## src/rtl/ib_pkg.sv

```systemverilog
// Shared types and sizing helpers for the ifmap fetch path.
// Default geometry matches the input-buffer sender it feeds.
package ib_pkg;

  typedef enum logic [2:0] {
    S_IDLE,
    S_REQ,
    S_DATA,
    S_GAP,
    S_FIN
  } fetch_state_e;

  function automatic int calc_rows(input int poy, input int stride, input int ksize);
    return (poy - 1) * stride + ksize;
  endfunction

  // Counter width able to hold 0..n-1.
  function automatic int cnt_w(input int n);
    return (n <= 2) ? 1 : $clog2(n);
  endfunction

  localparam int DEF_DW     = 32;
  localparam int DEF_AW     = 32;
  localparam int DEF_BURST  = 32;
  localparam int DEF_POY    = 4;
  localparam int DEF_STRIDE = 2;
  localparam int DEF_KSIZE  = 3;
  localparam int DEF_GAP    = 9;
  localparam int DEF_ROWS   = calc_rows(DEF_POY, DEF_STRIDE, DEF_KSIZE);

endpackage

```

## src/rtl/ifmap_addr_gen.sv

```systemverilog
// Row/channel walker: addr is the current burst start; step advances one row, wrapping
// into the next channel. load restarts at base. Updates one cycle after load/step.
module ifmap_addr_gen
  import ib_pkg::*;
#(
  parameter int AW   = DEF_AW,
  parameter int ROWS = DEF_ROWS
) (
  input  logic          clk,
  input  logic          rst_n,
  input  logic          load,
  input  logic          step,
  input  logic [AW-1:0] base_addr,
  input  logic [AW-1:0] row_pitch,
  input  logic [AW-1:0] chan_pitch,
  input  logic [15:0]   nchan,
  output logic [AW-1:0] addr,
  output logic          last_row,
  output logic          last_chan
);

  localparam int RW = cnt_w(ROWS);
  localparam logic [RW-1:0] ROW_LAST = RW'(ROWS - 1);

  logic [AW-1:0] addr_q;
  logic [AW-1:0] chan_base_q;
  logic [RW-1:0] row_q;
  logic [15:0]   ch_q;

  // chan_base_q holds the row-0 address of the current channel, so a channel
  // wrap rewinds the row term without a multiply.
  always_ff @(posedge clk or negedge rst_n) begin
    if (!rst_n) begin
      addr_q      <= '0;
      chan_base_q <= '0;
      row_q       <= '0;
      ch_q        <= '0;
    end else if (load) begin
      addr_q      <= base_addr;
      chan_base_q <= base_addr;
      row_q       <= '0;
      ch_q        <= '0;
    end else if (step) begin
      if (row_q == ROW_LAST) begin
        row_q       <= '0;
        ch_q        <= ch_q + 16'd1;
        chan_base_q <= chan_base_q + chan_pitch;
        addr_q      <= chan_base_q + chan_pitch;
      end else begin
        row_q  <= row_q + RW'(1);
        addr_q <= addr_q + row_pitch;
      end
    end
  end

  assign addr      = addr_q;
  assign last_row  = (row_q == ROW_LAST);
  assign last_chan = (ch_q == nchan - 16'd1);

endmodule

```

## src/rtl/ifmap_fetch.sv

```systemverilog
// Fetches an ifmap tile as one BURST-beat read per row per channel, single outstanding.
// Beats forwarded one cycle after acceptance; source stalls pass through; GAP idle cycles between bursts.
module ifmap_fetch
  import ib_pkg::*;
#(
  parameter int DW     = DEF_DW,
  parameter int AW     = DEF_AW,
  parameter int BURST  = DEF_BURST,
  parameter int POY    = DEF_POY,
  parameter int STRIDE = DEF_STRIDE,
  parameter int KSIZE  = DEF_KSIZE,
  parameter int GAP    = DEF_GAP
) (
  input  logic          clk,
  input  logic          rst_n,
  input  logic          start,
  input  logic [AW-1:0] base_addr,
  input  logic [AW-1:0] row_pitch,
  input  logic [AW-1:0] chan_pitch,
  input  logic [15:0]   nchan,
  output logic          mem_arvalid,
  input  logic          mem_arready,
  output logic [AW-1:0] mem_araddr,
  output logic [7:0]    mem_arlen,
  input  logic          mem_rvalid,
  input  logic [DW-1:0] mem_rdata,
  input  logic          mem_rlast,
  output logic          mem_rready,
  output logic          data_load,
  output logic          rvalid,
  output logic [DW-1:0] rdata,
  output logic          busy,
  output logic          done,
  output logic          err
);

  localparam int ROWS = calc_rows(POY, STRIDE, KSIZE);
  localparam int BCW  = cnt_w(BURST);
  localparam int GCW  = cnt_w(GAP + 1);
  localparam logic [BCW-1:0] BEAT_LAST = BCW'(BURST - 1);
  localparam logic [GCW-1:0] GAP_END   = GCW'(GAP);

  fetch_state_e  state_q;
  logic [AW-1:0] row_pitch_q;
  logic [AW-1:0] chan_pitch_q;
  logic [15:0]   nchan_q;
  logic [BCW-1:0] beat_q;
  logic [GCW-1:0] gap_q;
  logic          arvalid_q;
  logic          rready_q;
  logic          rvalid_q;
  logic [DW-1:0] rdata_q;
  logic          data_load_q;
  logic          done_q;
  logic          err_q;

  logic          start_ok;
  logic          beat_ok;
  logic          gap_end;
  logic          last_row;
  logic          last_chan;

  assign start_ok = start && (state_q == S_IDLE);
  assign beat_ok  = mem_rvalid && rready_q;
  assign gap_end  = (state_q == S_GAP) && (gap_q == GAP_END);

  ifmap_addr_gen #(
    .AW   (AW),
    .ROWS (ROWS)
  ) u_addr_gen (
    .clk        (clk),
    .rst_n      (rst_n),
    .load       (start_ok),
    .step       (gap_end),
    .base_addr  (base_addr),
    .row_pitch  (row_pitch_q),
    .chan_pitch (chan_pitch_q),
    .nchan      (nchan_q),
    .addr       (mem_araddr),
    .last_row   (last_row),
    .last_chan  (last_chan)
  );

  always_ff @(posedge clk or negedge rst_n) begin
    if (!rst_n) begin
      state_q      <= S_IDLE;
      row_pitch_q  <= '0;
      chan_pitch_q <= '0;
      nchan_q      <= '0;
      beat_q       <= '0;
      gap_q        <= '0;
      arvalid_q    <= 1'b0;
      rready_q     <= 1'b0;
      rvalid_q     <= 1'b0;
      rdata_q      <= '0;
      data_load_q  <= 1'b0;
      done_q       <= 1'b0;
      err_q        <= 1'b0;
    end else begin
      done_q   <= 1'b0;
      rvalid_q <= beat_ok;
      if (beat_ok) begin
        rdata_q <= mem_rdata;
        if (mem_rlast != (beat_q == BEAT_LAST)) err_q <= 1'b1;
      end

      case (state_q)
        S_IDLE: begin
          if (start) begin
            err_q        <= 1'b0;
            data_load_q  <= 1'b1;
            row_pitch_q  <= row_pitch;
            chan_pitch_q <= chan_pitch;
            nchan_q      <= nchan;
            if (nchan == 16'd0) begin
              state_q <= S_FIN;
            end else begin
              state_q   <= S_REQ;
              arvalid_q <= 1'b1;
            end
          end
        end
        S_REQ: begin
          if (mem_arready) begin
            arvalid_q <= 1'b0;
            rready_q  <= 1'b1;
            beat_q    <= '0;
            state_q   <= S_DATA;
          end
        end
        // Burst end is decided by the beat count; rlast only feeds err.
        S_DATA: begin
          if (beat_ok) begin
            if (beat_q == BEAT_LAST) begin
              rready_q <= 1'b0;
              gap_q    <= '0;
              state_q  <= S_GAP;
            end else begin
              beat_q <= beat_q + BCW'(1);
            end
          end
        end
        // First GAP cycle carries the last forwarded beat, so count to GAP inclusive.
        S_GAP: begin
          if (gap_q == GAP_END) begin
            if (last_row && last_chan) begin
              state_q <= S_FIN;
            end else begin
              state_q   <= S_REQ;
              arvalid_q <= 1'b1;
            end
          end else begin
            gap_q <= gap_q + GCW'(1);
          end
        end
        S_FIN: begin
          done_q      <= 1'b1;
          data_load_q <= 1'b0;
          state_q     <= S_IDLE;
        end
        default: state_q <= S_IDLE;
      endcase
    end
  end

  assign mem_arvalid = arvalid_q;
  assign mem_arlen   = 8'(BURST - 1);
  assign mem_rready  = rready_q;
  assign data_load   = data_load_q;
  assign rvalid      = rvalid_q;
  assign rdata       = rdata_q;
  assign busy        = (state_q != S_IDLE);
  assign done        = done_q;
  assign err         = err_q;

endmodule

```

## config.mk

```make
export PLATFORM = sky130hd
export DESIGN_NAME = ifmap_fetch
export DESIGN_NICKNAME = d
export VERILOG_FILES = /design/src/rtl/ib_pkg.sv /design/src/rtl/ifmap_addr_gen.sv /design/src/rtl/ifmap_fetch.sv
export SDC_FILE = /design/constraint.sdc
export NUM_CORES = 1
export LEC_CHECK = 0
export ABC_AREA = 1
export CORE_MARGIN = 2
export CORE_UTILIZATION = 50
export DETAILED_ROUTE_END_ITERATION = 10
export PLACE_DENSITY = 0.83
export SYNTH_ARGS = -nofsm -noshare
export SYNTH_HDL_FRONTEND = slang
export SYNTH_SLANG_ARGS = --single-unit
```

## constraint.sdc

```tcl
create_clock -name clk -period 2.55 [get_ports clk]
set_input_delay 0.255 -clock clk [delete_from_list [all_inputs] [get_ports clk]]
set_output_delay 0.255 -clock clk [all_outputs]
set_load 0.01 [all_outputs]
```

==> impl_metrics.csv, run 1 <==
group,metric,value,unit
outcome,status,"complete, no violations",
min_path,hold_path.class,"input pin to flop",
setup_path,max_stage_delay,0.41,ns
setup_path,worstPathMaxFanout,6,
drt,antenna_left,0,
clock_network,insertion_delay,0.55,ns
synth,yosysTopAreaCell,"dfrtp_1",
clock_network,cts_tree,"built",
synth,synth_top_area_share,0.376,
setup_path,r2r-start,"u_addr_gen.chan_base_q[16]$_DFFE_PN0P_",
final_layout,final_cell_area,18200,sq um
sta,finalHoldViolCount,0,
sta,timing.fmax,411,MHz
global_routing,grt_pass1_wl,77.8,mm
synth,ys_types,52,
placed_design,dpl-instance-area,17200,sq um
synth,synthTopCellsByCount,"nand2_1 (788), inv_1 (223), dfrtp_1 (214)",
floorplanning,die_area,29800,sq um
setup_path,arrival,2.90,ns
setup_path,endpoint_kind,"flop",
clock_network,cts-root-buf,"clkbuf_16",
final_layout,final_util,0.650,
global_routing,track_usage,0.323,
floorplanning,rows,61,
clock_network,clk_pin_slew_worst_paths,0.06,ns
power,ir_drop,0.692,mV
clock_network,cts_max_level,1,
final_layout,area_growth,27.5,%
setup_path,path_class,"flop to flop",
floorplanning,chipWidth,173,um
min_path,hold_depth,3,
drt,viasPerCell,5.53,
synth,syn_area,14200,sq um
placed_design,io_buffers,220,
setup_path,setup.worst_path.start_class,"flop",
sta,worst_pin_slew,0.852,ns
sta,drv_slew,0,
setup_path,worst_ep_required_time,3.02,ns
floorplanning,initial_utilization,0.510,
sta,finalClockSkew,0.00948,ns
drt,routed_wl,48.9,mm
drt,remaining_drc_errors,0,
synth,ys_warn_count,0,
global_routing,grt_max_degree,93,
setup_path,critPathSlowestCell,"dfrtp_1",
synth,syn_avg_cell_area,6.83,sq um
global_routing,grt_antenna_before_repair,1,
setup_path,ff2ff_path_depth,11,
power,leakagePower,9.21,nW
synth,yosysMostFrequentCell,"nand2_1",
global_routing,grt_overflow_total,0,
clock_network,cts_buffers,27,
clock_network,clock_path_buffers,3,
floorplanning,core_region_area,27900,sq um
sta,slew_headroom,0.432,
synth,ys_top_cells_by_area,"dfrtp_1 (38%), nand2_1 (21%), ha_1 (6.2%)",
floorplanning,fp.dieH,173,um
drt,first_iter_violations,1592,
synth,synth_edf_count,0,
synth,ys_async_sr_fraction,1.00,
sta,min_period_over_period,0.954,
drt,firstDrtPassIters,8,
synth,ys_ff_latch,214,
clock_network,clock-sinks,214,
placed_design,gp_congestion,1.03,
sta,period_minus_slack,2.43,ns
min_path,min_to,"rdata[27]$_DFFE_PN0P_",
synth,synthFlopType,"dfrtp_1",
sta,setup_viol,0,
synth,netlist_instances,2086,
floorplanning,ios,229,
placed_design,dp_hpwl,38.1,mm
sta,rsz0062_at_grt,"yes",
setup_path,worstReg2RegEnd,"u_addr_gen.addr[19]$_DFFE_PN0P_",
setup_path,rrSetupSlack,0.12,ns
drt,via_count,15100,
run,cap_viol_max_count,0,
final_layout,nNetsFinal,2557,
power,p_per_area,1490,nW/um^2
synth,seq_area_frac_synth,0.376,
drt,routedWlPerCell,17.9,um
global_routing,first_global_vias,14700,
min_path,min_from,"mem_rdata[27]",
final_layout,drive_gt1_frac,0.0633,
setup_path,cp_common_cell,"nand2_1",
setup_path,path_cells,"ha_2 > nand2_1 > nor2_1 > inv_1 > nor2_1 > nand4_1 > nand4_1 > nand3_1 > nand2_1 > nand2_1 > a21oi_1",
[critical path, delay by kind of cell, from the launching register on]
family	cells	cell delay [ns]
and+or+nand+nor	8	1.27
DFF	1	0.41
adders and majority gates	1	0.41
AOI/OAI and AO/OA	1	0.15
buffers and inverters	1	0.12
[flip-flops by register name, summed over array words and instances, names as in the netlist]
name and flops:
chan_pitch_q 32, rdata 32, row_pitch_q 32, u_addr_gen.addr 32
u_addr_gen.chan_base_q 32, nchan_q 16, u_addr_gen.ch_q 16, beat_q 5
gap_q 4, u_addr_gen.row_q 4, state_q 3, data_load 1
done 1, err 1, mem_arvalid 1, mem_rready 1
rvalid 1
[report_power, final]
part | total, W | internal (W) | switching [W]
Clock | 0.00381 | 0.00225 | 0.00156
Sequential | 0.00591 | 0.00469 | 0.00122
Combinational | 0.0173 | 0.00627 | 0.0110
Total | 0.0270 | 0.0132 | 0.0138
[what timing repair did]
| item | CTS | global route |
|---|---|---|
| endpoints found under the setup margin | 0 | 19 |
| resized for setup | 0 | 23 |
| endpoints found under the hold margin | 87 | 0 |
| hold buffers | 1 | 0 |
| buffers inserted | 0 | 2 |
[how the worst max path moves through the flow]
| stage | slack (ns) | cells past startpoint | to | start |
|---|---|---|---|---|
| 2_1_floorplan | 0.39 | 15 | u_addr_gen.addr[28]$_DFFE_PN0P_ | chan_pitch_q[0]$_DFFE_PN0P_ |
| 3_3_place_gp | 0.13 | 17 | u_addr_gen.addr[28]$_DFFE_PN0P_ | u_addr_gen.addr[0]$_DFFE_PN0P_ |
| 3_5_place_dp | 0.03 | 17 | u_addr_gen.addr[28]$_DFFE_PN0P_ | u_addr_gen.addr[0]$_DFFE_PN0P_ |
| 4_1_cts | 0.005 | 17 | u_addr_gen.addr[28]$_DFFE_PN0P_ | u_addr_gen.addr[0]$_DFFE_PN0P_ |
| 5_1_grt | -0.03 | 12 | u_addr_gen.addr[23]$_DFFE_PN0P_ | u_addr_gen.chan_base_q[16]$_DFFE_PN0P_ |
| 6_report | 0.12 | 11 | u_addr_gen.addr[19]$_DFFE_PN0P_ | u_addr_gen.chan_base_q[16]$_DFFE_PN0P_ |
[metrics by stage]
| stage | hold WS, ns | setup slack [ns] | power, W | cells | TNS, ns |
|---|---|---|---|---|---|
| 6_report | 0.244 | 0.116 | 0.0270 | 2733 | 0 |
| 5_1_grt | 0.246 | -0.0281 | 0.0292 | 2733 | -0.0504 |
| 4_1_cts | 0.233 | 0.00542 | 0.0263 | 2730 | 0 |
| 3_5_place_dp | 0.396 | 0.0319 | 0.0224 | 2681 | 0 |
| 3_3_place_gp | 0.399 | 0.126 | 0.0221 | 2681 | 0 |
| 2_1_floorplan | -0.0406 | 0.394 | 0.0166 | 2092 | 0 |
[cells by family (layout without fill, tap and decap cells)]
| logic type | after synthesis | after routing | synth area share |
|---|---|---|---|
| DFF | 214 | 214 | 0.376 |
| and+or+nand+nor | 1205 | 1205 | 0.352 |
| muxes | 2 | 2 | 0.00149 |
| buffers and inverters | 287 | 549 | 0.0784 |
| xor gates and xnor gates | 35 | 35 | 0.0215 |
| other | 2 | 9 | 0.000527 |
| AOI/OAI and AO/OA | 269 | 269 | 0.106 |
| adders and majority gates | 72 | 72 | 0.0643 |
[cell usage in the layout (no fill, tap or decap), types with 5 or more instances in the layout]
cell and instances:
a21oi_1 105, a31oi_1 27, buf_12 8, buf_4 45, clkbuf_16 27, clkbuf_8 5, clkdlybuf4s50_1 219, clkinv_2 8
conb_1 8, dfrtp_1 214, ha_1 67, inv_1 221, nand2_1 783, nand2_2 7, nand3_1 133, nand3b_1 7
nand4_1 30, nor2_1 181, nor3_1 24, nor4_1 5, o211ai_1 6, o21a_1 5, o21ai_0 87, o21bai_1 10
o22ai_1 7, or2_2 14, xnor2_1 11, xor2_1 22
[layer usage]
metal,GRT usage,vias up,share of wire
met2,0.505,696,0.44
met4,0.106,0,0.034
li1,-,7205,-
met5,0,-,0
met3,0.0708,107,0.094
met1,0.448,7105,0.43
[area by class of cell]
cell class / instances / area [sq um]
diodes: 1 / 2.50
well taps: 378 / 473
inverters: 227 / 853
fillers: 2563 / 9780
flip-flops and latches: 214 / 5360
multi-input cells: 1591 / 7890
clock buffers: 35 / 746
repair buffers: 274 / 2710
clock inverters: 13 / 126
(Power assumes the default switching activity.)
==> inputs of run 2 (changes only) <==
Settings changed: PLACE_DENSITY 0.83 to 0.75.
==> run 2 against run 1 <==
Against the previous run: combinational power hardly changed; die area stayed put; utilization is 0.081 points lower; critical endpoint is now u_addr_gen.addr[23]$_DFFE_PN0P_; maximum frequency is 0.20% lower; worst setup slack worse by 0.0050 ns; register-to-register slack hardly changed.
==> impl_metrics.csv, run 2 (synthesis gave the netlist of run 1 again) <==
group,metric,value,unit
outcome,status,"complete, no violations",
floorplanning,fp.dieH,173,um
power,leakagePower,9.22,nW
setup_path,path_class,"flop to flop",
final_layout,mostFrequentLayoutCells,"nand2_1 (783), inv_1 (222), clkdlybuf4s50_1 (219)",
sta,min_period_over_period,0.956,
power,ir_drop,0.692,mV
clock_network,clock-sinks,214,
power,power_frac_seq,0.217,
power,switchingPower,0.0138,W
drt,routed_wl,49.9,mm
floorplanning,chipWidth,173,um
setup_path,setup.worst_path.start_class,"flop",
setup_path,crit_start,"u_addr_gen.addr[11]$_DFFE_PN0P_",
final_layout,antenna_cells,0,
setup_path,worst_ep_required_time,2.98,ns
final_layout,drive_gt1_frac,0.0628,
global_routing,grt_overflow_total,0,
setup_path,ff2ff_path_depth,13,
sta,rsz0062_at_grt,"no",
clock_network,cts_max_level,1,
placed_design,pre_cts_slack,0.0483,ns
clock_network,cts_tree,"built",
setup_path,worstReg2RegEnd,"u_addr_gen.addr[23]$_DFFE_PN0P_",
global_routing,grt_antenna_before_repair,0,
setup_path,worstPathMaxFanout,5,
clock_network,clk_pin_slew_worst_paths,0.06,ns
drt,remaining_drc_errors,0,
sta,drv_slew,0,
sta,finalHoldViolCount,0,
setup_path,r2r-start,"u_addr_gen.addr[11]$_DFFE_PN0P_",
setup_path,rrSetupSlack,0.11,ns
clock_network,cts_buffers,25,
setup_path,endpoint_kind,"flop",
sta,worst_pin_slew,0.634,ns
clock_network,insertion_delay,0.55,ns
global_routing,first_global_vias,14400,
sta,hold_slack,0.210,ns
sta,slew_headroom,0.577,
power,p_sw_frac,0.508,
floorplanning,core_region_area,27900,sq um
sta,worst_slack,0.111,ns
clock_network,clock_path_buffers,3,
floorplanning,rows,61,
floorplanning,die_area,29800,sq um
sta,finalClockSkew,0.0108,ns
power,clkPwrFrac,0.141,
setup_path,arrival,2.87,ns
power,comb_power_share,0.641,
final_layout,fillers,2556,
power,internal-power,0.0134,W
run,cap_viol_max_count,0,
sta,period_minus_slack,2.44,ns
sta,fin_setup_tns,0,ns
global_routing,track_usage,0.331,
placed_design,gp_congestion,1.02,
global_routing,grt_pass1_wl,78.7,mm
final_layout,area_growth,27.3,%
placed_design,dp_hpwl,38.7,mm
final_layout,final_common_cell,"nand2_1",
sta,timing.fmax,410,MHz
drt,via_count,14900,
drt,firstDrtPassIters,8,
placed_design,dpl-instance-area,17200,sq um
power,p_per_area,1500,nW/um^2
drt,routedWlPerCell,18.3,um
drt,antenna_left,0,
placed_design,io_buffers,220,
final_layout,final_cell_area,18100,sq um
global_routing,grt_max_degree,85,
floorplanning,ios,229,
drt,viasPerCell,5.45,
final_layout,nNetsFinal,2559,
drt,first_iter_violations,1416,
clock_network,cts-root-buf,"clkbuf_16",
floorplanning,initial_utilization,0.510,
min_path,hold_path.class,"input pin to asynchronous set/reset pin",
sta,setup_viol,0,
run 2: changes by cell type in the layout (fill, tap and decap cells not counted), moves of 3 or more:
cell / before / now
buf_4: 45 / 51
clkinv_2: 8 / 4
nor2_1: 181 / 178
nor2_2: 1 / 4
run 2: area by class of cell:
type,count,area (sq um),share of cell area
tap,378,473,0.0261
clock inverter,9,130,0.00718
sequential,214,5360,0.295
clock buffer,36,737,0.0406
inverter,227,853,0.0471
multi-input combinational,1591,7870,0.434
timing repair buffer,278,2720,0.150
run 2: power by group through the flow:
stage	Combinational, W	Sequential (W)	Clock (W)
final	0.0174	0.00591	0.00384
after global routing	0.0193	0.00602	0.00399
after global placement	0.0166	0.00587	0
after floorplan	0.0110	0.00558	0
after CTS	0.0169	0.00586	0.00387
after detailed placement	0.0168	0.00588	0
run 2: worst max-delay path by stage:
stage | slack [ns] | endpoint | cells after the start
floorplan | 0.39 | u_addr_gen.addr[28]$_DFFE_PN0P_ | 15
global placement | 0.08 | u_addr_gen.addr[10]$_DFFE_PN0P_ | 15
detailed placement | 0.05 | u_addr_gen.addr[10]$_DFFE_PN0P_ | 15
CTS | 0.03 | u_addr_gen.addr[10]$_DFFE_PN0P_ | 15
global route | 0.005 | u_addr_gen.addr[29]$_DFFE_PN0P_ | 13
finish | 0.11 | u_addr_gen.addr[23]$_DFFE_PN0P_ | 13
run 2: repair_timing:
action	CTS	global route
resized for setup	0	20
endpoints found under the hold margin	48	0
hold buffers	1	0
buffers inserted	0	3
setup endpoints to repair	0	19
run 2: worst max-delay path: stages (launching register included):
cell and delay (ns):
dfrtp_1 0.45, ha_1 0.43, nand2_1 0.14, nor2_1 0.23
buf_4 0.16, nand2_1 0.05, nor2_1 0.09, nand2_1 0.09
nand3_1 0.09, nand2_1 0.05, nand3_1 0.16, nand2_1 0.07
a21oi_1 0.23, nor2_1 0.07
run 2: through the flow:
step                total power [W]   util  cells
CTS                          0.0266  0.646   2730
floorplan                    0.0166      -   2092
detailed placement           0.0226  0.614   2684
global route                 0.0293  0.649   2733
finish                       0.0272  0.649   2733
global placement             0.0225  0.614   2684
run 2: routing by layer:
layer  share of wire  vias to the layer above  GRT usage  wire length, um
met1            0.44                     6983      0.470            22100
met2            0.44                      626      0.515            21700
met3           0.092                       90     0.0664             4570
li1                -                     7201          -                -
met4           0.031                        0     0.0957             1540
met5               0                        -          0                0
==> inputs of run 3 (changes only) <==
Settings changed: SETUP_SLACK_MARGIN set to 0.3.
==> run 3 against run 2 <==
Against the previous run: worst setup slack better by 0.17 ns; count of clock-buffer cells in the layout stayed put; clock power hardly changed; cell area is 5.9% higher; largest cell class unchanged; non-clock buffer count is 22 higher.
==> impl_metrics.csv, run 3 (synthesis gave the netlist of run 1 again) <==
group,metric,value,unit
setup_path,crit_buf_inv,1,
global_routing,first_global_vias,14400,
power,leakagePower,9.43,nW
floorplanning,fp.dieH,173,um
global_routing,grt_pass1_wl,79.3,mm
clock_network,cts_max_level,1,
final_layout,fillers,2434,
drt,routed_wl,51.2,mm
sta,rsz0062_at_grt,"yes",
final_layout,register_area,5370,sq um
drt,routedWlPerCell,18.6,um
setup_path,r2r-start,"u_addr_gen.addr[18]$_DFFE_PN0P_",
final_layout,final_util,0.687,
sta,drv_slew,0,
sta,timing.fmax,440,MHz
sta,slew_headroom,0.586,
drt,via_count,15100,
placed_design,dp_hpwl,38.7,mm
clock_network,clock_path_buffers,3,
floorplanning,rows,61,
sta,period_minus_slack,2.27,ns
sta,worst_pin_slew,0.621,ns
placed_design,io_buffers,220,
min_path,hold_path.class,"input pin to asynchronous set/reset pin",
global_routing,grt_max_degree,85,
drt,first_iter_violations,1484,
setup_path,worstPathMaxFanout,5,
setup_path,path_class,"flop to flop",
floorplanning,ios,229,
drt,firstDrtPassIters,6,
floorplanning,die_area,29800,sq um
global_routing,grt_antenna_before_repair,0,
setup_path,worst_ep_required_time,3.02,ns
setup_path,endpoint_kind,"flop",
power,switchingPower,0.0150,W
placed_design,gp_congestion,1.02,
clock_network,cts-root-buf,"clkbuf_16",
final_layout,drive_gt1_frac,0.146,
final_layout,mostFrequentLayoutCells,"nand2_1 (745), clkdlybuf4s50_1 (219), inv_1 (215)",
power,comb_power_share,0.665,
placed_design,pre_cts_slack,0.0483,ns
sta,setup_viol,0,
power,internal-power,0.0148,W
drt,viasPerCell,5.48,
power,p_sw_frac,0.504,
floorplanning,chipWidth,173,um
clock_network,cts_buffers,25,
run,cap_viol_max_count,0,
floorplanning,initial_utilization,0.510,
setup_path,setup.worst_path.start_class,"flop",
global_routing,track_usage,0.333,
power,power_frac_seq,0.207,
sta,finalClockSkew,0.0107,ns
sta,fin_setup_tns,0,ns
setup_path,critPathTopFamily,"simple AND/OR/NAND/NOR gates",
final_layout,final_common_cell,"nand2_1",
drt,remaining_drc_errors,0,
power,clkPwrFrac,0.129,
outcome,status,"complete, no violations",
clock_network,clk_pin_slew_worst_paths,0.06,ns
final_layout,antenna_cells,0,
sta,min_period_over_period,0.891,
setup_path,critPathSlowestCell,"dfrtp_1",
final_layout,nNetsFinal,2581,
global_routing,grt_overflow_total,0,
setup_path,cp_common_cell,"nand2_1",
clock_network,insertion_delay,0.55,ns
setup_path,crit_start,"u_addr_gen.addr[18]$_DFFE_PN0P_",
setup_path,max_stage_delay,0.43,ns
clock_network,clock-sinks,214,
final_layout,area_growth,34.8,%
final_layout,multi_input_area,8740,sq um
power,p_per_area,1550,nW/um^2
clock_network,cts_tree,"built",
floorplanning,core_region_area,27900,sq um
setup_path,arrival,2.74,ns
sta,worst_slack,0.278,ns
drt,antenna_left,0,
sta,finalHoldViolCount,0,
setup_path,path_cells,"ha_2 > nand2_1 > nor2_4 > inv_1 > nor2_1 > nand4_1 > nand4_1 > nand3_1 > nand2_1 > nand2_1 > a21oi_1",
power,ir_drop,0.690,mV
-- run 3: cell types whose count changed in the layout (fill, tap and decap cells not counted), sizes merged --
cell and change:
buf +22, clkinvlp +2, clkinv -1, inv -1
-- run 3: worst paths after layout --
check	to	slack, ns	cells after the start
min in group clk	chan_pitch_q[5]$_DFFE_PN0P_	0.24	3
setup / recovery	u_addr_gen.addr[19]$_DFFE_PN0P_	0.28	11
hold / removal	chan_pitch_q[7]$_DFFE_PN0P_	0.19	2
max in group asynchronous	rdata[1]$_DFFE_PN0P_	1.46	3
setup reg to reg	u_addr_gen.addr[19]$_DFFE_PN0P_	0.28	11
hold reg to reg	rdata[17]$_DFFE_PN0P_	0.48	2
-- run 3: layout make-up --
cell class	count	area share
inverters	227	0.0448
multi-input cells	1591	0.455
clock buffers	36	0.0384
clock inverters	9	0.00678
well taps	378	0.0246
repair buffers	300	0.150
flip-flops and latches	214	0.280
-- run 3: power by group through the flow --
stage          sequential [W]  clock (W)  combinational, W
6_report              0.00615    0.00383            0.0198
5_1_grt               0.00625    0.00399            0.0217
4_1_cts               0.00593    0.00387            0.0174
3_5_place_dp          0.00588          0            0.0168
3_3_place_gp          0.00587          0            0.0166
2_1_floorplan         0.00558          0            0.0110
-- run 3: through the flow --
step	std cells	hold slack (ns)	power, W	instance area (sq um)
global route	2755	0.234	0.0319	19200
CTS	2735	0.218	0.0272	18300
detailed placement	2684	0.190	0.0226	17200
floorplan	2092	-0.0406	0.0166	14300
finish	2755	0.193	0.0298	19200
global placement	2684	0.188	0.0225	17200
-- run 3: timing repair --
| action | 4_1_cts | 5_1_grt |
|---|---|---|
| endpoints found under the setup margin | 30 | 53 |
| endpoints found under the hold margin | 48 | 0 |
| buffers inserted | 5 | 20 |
| pin swaps | 2 | 34 |
| hold buffers | 1 | 0 |
| resized for setup | 50 | 187 |
-- run 3: layer usage --
metal,global-route usage,vias to the layer above,share of wire
li1,-,7246,-
met1,0.475,7070,0.43
met2,0.521,696,0.44
met3,0.0629,94,0.095
met4,0.0946,0,0.030
met5,0,-,0
